--- src/rtl/snake_pkg.sv ---
// snake_pkg: shared heading encoding, reset heading and IR command defaults
package snake_pkg;
    typedef enum logic [1:0] {UP = 2'd0, DOWN = 2'd1, LEFT = 2'd2, RIGHT = 2'd3} dir_t;
    localparam dir_t DIR_RESET = RIGHT;
    localparam logic [7:0] IR_UP_CODE    = 8'h18;
    localparam logic [7:0] IR_DOWN_CODE  = 8'h52;
    localparam logic [7:0] IR_LEFT_CODE  = 8'h08;
    localparam logic [7:0] IR_RIGHT_CODE = 8'h5A;
    localparam logic [7:0] IR_PAUSE_CODE = 8'h1C;
    // Headings are paired so that flipping bit 0 gives the reverse direction
    function automatic logic [1:0] opposite(logic [1:0] d);
        return d ^ 2'b01;
    endfunction
endpackage

--- src/rtl/dir_fifo.sv ---
// dir_fifo: small heading queue with same-cycle push/pop and visible head/tail
module dir_fifo #(
    parameter int DEPTH = 2
) (
    input  logic                     clk,
    input  logic                     rst,
    input  logic                     push,
    input  logic                     pop,
    input  logic [1:0]               din,
    output logic [1:0]               head,
    output logic [1:0]               tail,
    output logic [$clog2(DEPTH):0]   count
);
    localparam int AW = $clog2(DEPTH);
    localparam int CW = AW + 1;
    logic [1:0]    mem [DEPTH];
    logic [AW-1:0] rd_ptr, wr_ptr;
    always_ff @(posedge clk) begin
        if (rst) begin
            rd_ptr <= '0;
            wr_ptr <= '0;
            count  <= '0;
        end else begin
            wr_ptr <= push ? wr_ptr + 1'b1 : wr_ptr;
            rd_ptr <= pop ? rd_ptr + 1'b1 : rd_ptr;
            count  <= count + CW'(push) - CW'(pop);
        end
    end
    always_ff @(posedge clk) begin
        if (push) mem[wr_ptr] <= din;
    end
    assign head = mem[rd_ptr];
    assign tail = mem[wr_ptr - 1'b1];
endmodule

--- src/rtl/snake_dir_ctrl.sv ---
// snake_dir_ctrl: merges key/IR turn requests into a validated, step-committed heading
module snake_dir_ctrl
    import snake_pkg::*;
#(
    parameter int         FIFO_DEPTH = 2,
    parameter logic [7:0] IR_UP      = IR_UP_CODE,
    parameter logic [7:0] IR_DOWN    = IR_DOWN_CODE,
    parameter logic [7:0] IR_LEFT    = IR_LEFT_CODE,
    parameter logic [7:0] IR_RIGHT   = IR_RIGHT_CODE,
    parameter logic [7:0] IR_PAUSE   = IR_PAUSE_CODE
) (
    input  logic                          sys_clk,
    input  logic                          sys_rst,
    input  logic                          kf_up,
    input  logic                          kf_down,
    input  logic                          kf_left,
    input  logic                          kf_right,
    input  logic                          kv_up,
    input  logic                          kv_down,
    input  logic                          kv_left,
    input  logic                          kv_right,
    input  logic                          ir_data_en,
    input  logic                          ir_repeat_en,
    input  logic [7:0]                    ir_data,
    input  logic                          step_tick,
    output logic [1:0]                    cur_dir,
    output logic                          dir_changed,
    output logic                          paused,
    output logic [$clog2(FIFO_DEPTH):0]   q_count,
    output logic                          req_drop
);
    localparam int CW = $clog2(FIFO_DEPTH) + 1;
    logic       ir_u, ir_d, ir_l, ir_r, ir_any, ir_pause;
    logic       k_u, k_d, k_l, k_r, any_req, losers;
    logic       run, pop, full, push, drop;
    logic [1:0] req, ref_dir, head, tail;
    logic       unused_repeat;
    assign unused_repeat = ir_repeat_en;
    assign ir_u     = ir_data_en && ir_data == IR_UP;
    assign ir_d     = ir_data_en && ir_data == IR_DOWN;
    assign ir_l     = ir_data_en && ir_data == IR_LEFT;
    assign ir_r     = ir_data_en && ir_data == IR_RIGHT;
    assign ir_pause = ir_data_en && ir_data == IR_PAUSE;
    assign ir_any   = ir_u | ir_d | ir_l | ir_r;
    assign k_u      = kf_up & ~kv_up;
    assign k_d      = kf_down & ~kv_down;
    assign k_l      = kf_left & ~kv_left;
    assign k_r      = kf_right & ~kv_right;
    assign any_req  = ir_any | k_u | k_d | k_l | k_r;
    assign losers   = $countones({ir_any, k_u, k_d, k_l, k_r}) > 1;
    always_comb begin
        req = ir_any ? (ir_u ? UP : ir_d ? DOWN : ir_l ? LEFT : RIGHT)
                     : (k_u ? UP : k_d ? DOWN : k_l ? LEFT : RIGHT);
    end
    // New requests are judged against the last queued turn, not the live heading
    assign ref_dir = (q_count != '0) ? tail : cur_dir;
    assign run     = step_tick & ~paused;
    assign pop     = run && q_count != '0;
    assign full    = q_count == CW'(FIFO_DEPTH) && !run;
    assign push    = any_req && req != ref_dir && req != opposite(ref_dir) && !paused && !full;
    assign drop    = losers || (any_req && req != ref_dir && !push);
    dir_fifo #(.DEPTH(FIFO_DEPTH)) u_fifo (
        .clk   (sys_clk),
        .rst   (sys_rst),
        .push  (push),
        .pop   (pop),
        .din   (req),
        .head  (head),
        .tail  (tail),
        .count (q_count)
    );
    always_ff @(posedge sys_clk) begin
        if (sys_rst) begin
            cur_dir     <= DIR_RESET;
            dir_changed <= 1'b0;
            paused      <= 1'b0;
            req_drop    <= 1'b0;
        end else begin
            cur_dir     <= pop ? head : cur_dir;
            dir_changed <= pop;
            paused      <= paused ^ ir_pause;
            req_drop    <= drop;
        end
    end
endmodule

--- config.mk ---
export PLATFORM = sky130hd
export DESIGN_NAME = snake_dir_ctrl
export DESIGN_NICKNAME = d
export VERILOG_FILES = /design/src/rtl/snake_pkg.sv /design/src/rtl/dir_fifo.sv /design/src/rtl/snake_dir_ctrl.sv
export SDC_FILE = /design/constraint.sdc
export NUM_CORES = 1
export LEC_CHECK = 0
export ABC_AREA = 1
export BUFFER_PORTS_ARGS = -buffer_cell sky130_fd_sc_hd__buf_2
export CORE_MARGIN = 2
export CORE_UTILIZATION = 50
export CTS_CLUSTER_SIZE = 20
export DETAILED_ROUTE_END_ITERATION = 10
export GPL_TIMING_DRIVEN = 1
export HOLD_SLACK_MARGIN = 0.06
export PLACE_DENSITY = 0.88
export SLEW_MARGIN = 20
export SYNTH_ARGS = -nofsm -noshare
export SYNTH_HDL_FRONTEND = slang
export SYNTH_SLANG_ARGS = --single-unit
--- constraint.sdc ---
create_clock -name sys_clk -period 2.5 [get_ports sys_clk]
set_input_delay 0.5 -clock sys_clk [delete_from_list [all_inputs] [get_ports sys_clk]]
set_output_delay 0.5 -clock sys_clk [all_outputs]
set_load 0.005 [all_outputs]
Word-level counts from Yosys, hierarchy flattened
Memory sizes are Yosys's and may differ from the RTL's. A register that Yosys moved wholly into a read port is not among the register bits.
Cells that the tools add are included.
{"block": "word_totals", "register_bits": 7, "mem_bits_rw": 4, "in_bits": 21, "out_inout_bits": 7, "word_cells": 72, "n_memories": 1}
{"name": "u_fifo.mem", "depth": 2, "width": 2, "rd": 2, "rd_clocked_by_memory_dff": 1, "write_ports": 1, "line": "dir_fifo.sv:16", "text": "logic [1:0] mem [DEPTH];"}
{"block": "classes", "add_sub_neg": 9, "n_lt_le_gt_ge": 1, "n_eq_ne": 8, "muxes": 10, "bitwise_logic": 19, "reduce_logical": 18}
{"op": "$eq 8x5->1 const B", "n": 2}
{"op": "$eq 8x7->1 const B", "n": 2}
{"op": "$logic_and 1x1->1", "n": 12}
{"op": "$mux 2", "n": 6}
{"op": "$eq 8x4->1 const B", "n": 1}
{"op": "$or 1x1->1", "n": 7}
{"op": "$not 1->1", "n": 6}
{"op": "$and 1x1->1", "n": 5}
{"op": "$add 1x1->2", "n": 2}
{"op": "$add 3x1->4", "n": 1}
{"op": "$gt 4x1->1 const B", "n": 1}
{"op": "$logic_not 1->1", "n": 4}
{"op": "$mux 1", "n": 4}
{"op": "$ne 2x2->1", "n": 2}
{"op": "$add 2x2->3", "n": 1}
{"op": "$add 1x1->1 const B", "n": 2}
{"op": "$add 2x1->2", "n": 1}
{"op": "$eq 2x2->1 const B", "n": 1}
{"op": "$reduce_bool 2->1", "n": 1}
{"op": "$sub 2x1->2", "n": 1}
{"op": "$logic_or 1x1->1", "n": 1}
{"op": "$sub 1x1->1 const B", "n": 1}
{"op": "$xor 1x1->1", "n": 1}

Logic depth before layout (Yosys ltp)
{"block": "depth", "depth_word": 16, "mapped_depth": 14}

Hierarchy
Synthesis repeated with hierarchy kept, for this count alone.
{"block": "hier_totals", "hier_cells": 149, "area_unflattened_um2": 1047.3}
{"mod": "snake_dir_ctrl", "instances": 1, "cells_per_inst": 106, "area_per_inst_um2": 660.6, "seq_area_each_um2": 100.1}
{"mod": "dir_fifo", "instances": 1, "cells_per_inst": 43, "area_per_inst_um2": 386.6, "seq_area_each_um2": 220.2}

Least setup slack after synthesis
No wires, ideal clock.
{"block": "synth_path", "path_type": "input port to flip-flop", "start": "in ir_data[3]", "end": "reg req_drop", "setup_time_ns": 0.114, "t_arrival_ns": 2.143, "slack_ns": 0.244, "stages": 12, "path_buffers": 0, "path_cell_list": "nand2_1 nor2_2 nand2_2 nor2_1 nor4_1 fa_1 inv_1 ha_1 nand2_1 nand3b_1 inv_1 a21oi_2"}
{"block": "synth_between", "elab_chain_cells": 16}
{"element": "from (decl)", "line": "snake_dir_ctrl.sv:24", "text": "input logic [7:0] ir_data,"}
{"element": "branches (longest 15 deep; another with $add 3x1->4)"}
{"element": "$logic_or 1x1->1 *", "line": "snake_dir_ctrl.sv:61", "text": "assign drop = losers || (any_req && req != ref_dir && !push);"}
{"element": "to (signal assigned)", "line": "snake_dir_ctrl.sv:82", "text": "req_drop <= drop;"}
{"element": "to (decl)", "line": "snake_dir_ctrl.sv:30", "text": "output logic req_drop"}
Mark *: on every way between the ends.
A chain may end at the register's enable or synchronous reset.

Final worst setup path
Ends and elaborated chain as after synthesis.

==> metrics.csv <==
metric,value,unit
WL per Instance,9.70,um
# clock sinks,13,
final hold violations,0,
Routed WL,1.87,mm
YS warnings,0,
die height,48.0,um
RSZ-0062 raised after global routing,false,
Crit. End Element,register,
First-pass DRT Iterations,4,
Die ar.,2300,sq um
Bufs and invs on worst path,3,
fmax,0.438,GHz
vias,955,
"Hold-fix buffers, CTS",0,
top-level I/O count,28,
Max H-tree Level,1,
cts repair resizes,0,
GPL Wtd Cong,0.802,
GR Util All Layers,19.0,%
worst hold slack,0.404,ns
post-CTS setup buffer count,0,
"Top FF cell, synth",dfxtp_1,
WP data required,2.67,ns
vias per cell,4.95,
Unique masters post-synth,30,
Worst setup SP type,input pin,
Slew headroom,60.5,%
post-synth top area share,18.7,%
initial antenna violation count,0,
Peak VDD IR,0.373,mV
status,completed,
Setup Crit Path Kind,in -> reg,
final count of pins violating max slew,0,
Yosys reg bits,13,
cts bufs inserted,3,
average footprint of a synthesized cell,7.05,sq um
TritonCTS clock tree,yes,
worst-path maximum fanout,4,
"most common cell after layout, fill and taps aside",inv_1,
Setup TNS,0,ns
final setup fails,0,
Area contributors post-synth,"dfxtp_1, edfxtp_1, inv_1, nand2_1, nor2_1",
final worst path period share,91.3,%
Hold/Removal Path Class,in -> reg,
Max-Cap Viols,0,
crit path DAT,2.45,ns
CTS max path bufs,2,
area grow syn2layout,20.2,%
root buffer cell,clkbuf_4,
GR Overflow Total,0,
post-synthesis sequential area ratio,31.1,%
port bufs,26,
asr flop ratio synth,0,%
CP Cell Sequence,"buf_2, nand2_1, nor2_2, nand2_2, nor2_1, nor4_1, fa_1, inv_1, ha_1, nand2_1, nand3b_1, inv_1, a21oi_2",
"Max stage delay cell, worst path",nor4_1,
Clock Latency Late Sink,0.27,ns
Top Family by Delay on Critical Path,simple AND/OR/NAND/NOR gates,
Initial Util,54.8,%
DRT antenna net count,0,
fin util,65.8,%
drt drc,0,
setup slack at placement,-0.111,ns
first-pass GRT wire length,3.11,mm
fin crit period,2.28,ns
Layout Nets,194,
Rows,15,
Synth area leader,dfxtp_1,
Core Box Area,1760,sq um
layout cells sized above 1,28.0,%
Critical Path Max Stage Delay,0.53,ns
vias in the first global route,877,
most frequent cells in the layout,"inv_1, buf_2, nand2_1, nor2_1, dfxtp_1",
clock skew,0.00173,ns
DP Wirelength,1.63,mm
PwrDens,766,nW/um^2
setup slack after layout,0.217,ns
Syn Nets,162,
Tightest Pin Transition,0.587,ns
ant diodes,0,
drt initial violations,15,
Post-synth EDFFs,4,
leakage,0.596,nW
Chip Width,48.0,um
Post-Synthesis Cells,137,
largest net degree at the start of global routing,10,
post-synthesis cell area,966,sq um
clk slew on worst S/H paths,0.07,ns
==> per-layer routing <==
metal	wire (um)	track usage, %	vias to the layer above
li1	-	-	495
met1	784	18.7	437
met2	1010	37.1	23
met3	79	3.02	0
met4	0	9.73	0
met5	0	0	-
==> cell usage after synthesis, types with 2 or more instances <==
master,instances
inv_1,29
nand2_1,21
nor2_1,18
dfxtp_1,9
nand3_1,8
o21ai_0,7
o211ai_1,5
a21oi_1,4
edfxtp_1,4
nor2_2,4
ha_1,3
nand2_2,3
nand3_2,3
nor2_4,2
nor3_1,2
==> worst register-to-register path: stages (launching register included) <==
cell	delay, ns
dfxtp_1	0.34
or2_4	0.28
nand3_1	0.15
inv_1	0.13
ha_1	0.21
xor2_1	0.17
nor3b_1	0.22
nor2_1	0.07
==> layout make-up <==
cell class              instances  area (sq um)
inverters                      30           113
multi-input cells              94           553
well taps                      25          31.3
clock buffers                   4          26.3
repair buffers                 27           138
flip-flops and latches         13           300
fillers                       177           603
==> path summary, 6_finish.rpt <==
check | startpoint | end | slack [ns] | depth (start not counted)
hold reg to reg | paused | paused | 0.49 | 1
setup / recovery | ir_data[3] | req_drop | 0.22 | 13
hold / removal | sys_rst | req_drop | 0.40 | 2
setup reg to reg | u_fifo.count[1] | u_fifo.count[1] | 0.82 | 7
==> power breakdown <==
part / internal [W] / switching [W] / total [W] / leakage, nW
sequential: 0.000283 / 0.0000369 / 0.000320 / 0.111
combinational: 0.000181 / 0.000264 / 0.000445 / 0.470
clock: 0.0000618 / 0.0000633 / 0.000125 / 0.0150
==> kinds of logic (layout without fill, tap and decap cells) <==
kind of cell	Yosys count	count (layout)	share of synthesized area (%)
AO/OA/AOI/OAI	20	20	12.7
flip-flops	13	13	31.1
adder cells (fa/ha/maj)	4	4	5.96
AND/OR/NAND/NOR	69	69	37.7
XOR/XNOR	1	1	0.907
buffers and inverters	30	61	11.7
==> registers in the layout, indices dropped and copies added, names as in the netlist <==
| signal | cells |
|---|---|
| req_drop | 1 |
| u_fifo.mem | 4 |
| u_fifo.rd_ptr | 1 |
| u_fifo.count | 2 |
| dir_changed | 1 |
| cur_dir | 2 |
| u_fifo.wr_ptr | 1 |
| paused | 1 |
==> metrics by stage <==
| step | total power [W] | cells | area, sq um |
|---|---|---|---|
| finish | 0.000890 | 193 | 1160 |
| detailed placement | 0.000775 | 189 | 1130 |
| floorplan | 0.000653 | 137 | 966 |
| CTS | 0.000900 | 193 | 1160 |
| global placement | 0.000745 | 189 | 1130 |
| global route | 0.000976 | 193 | 1160 |
Power figures use the tool's default switching activity.
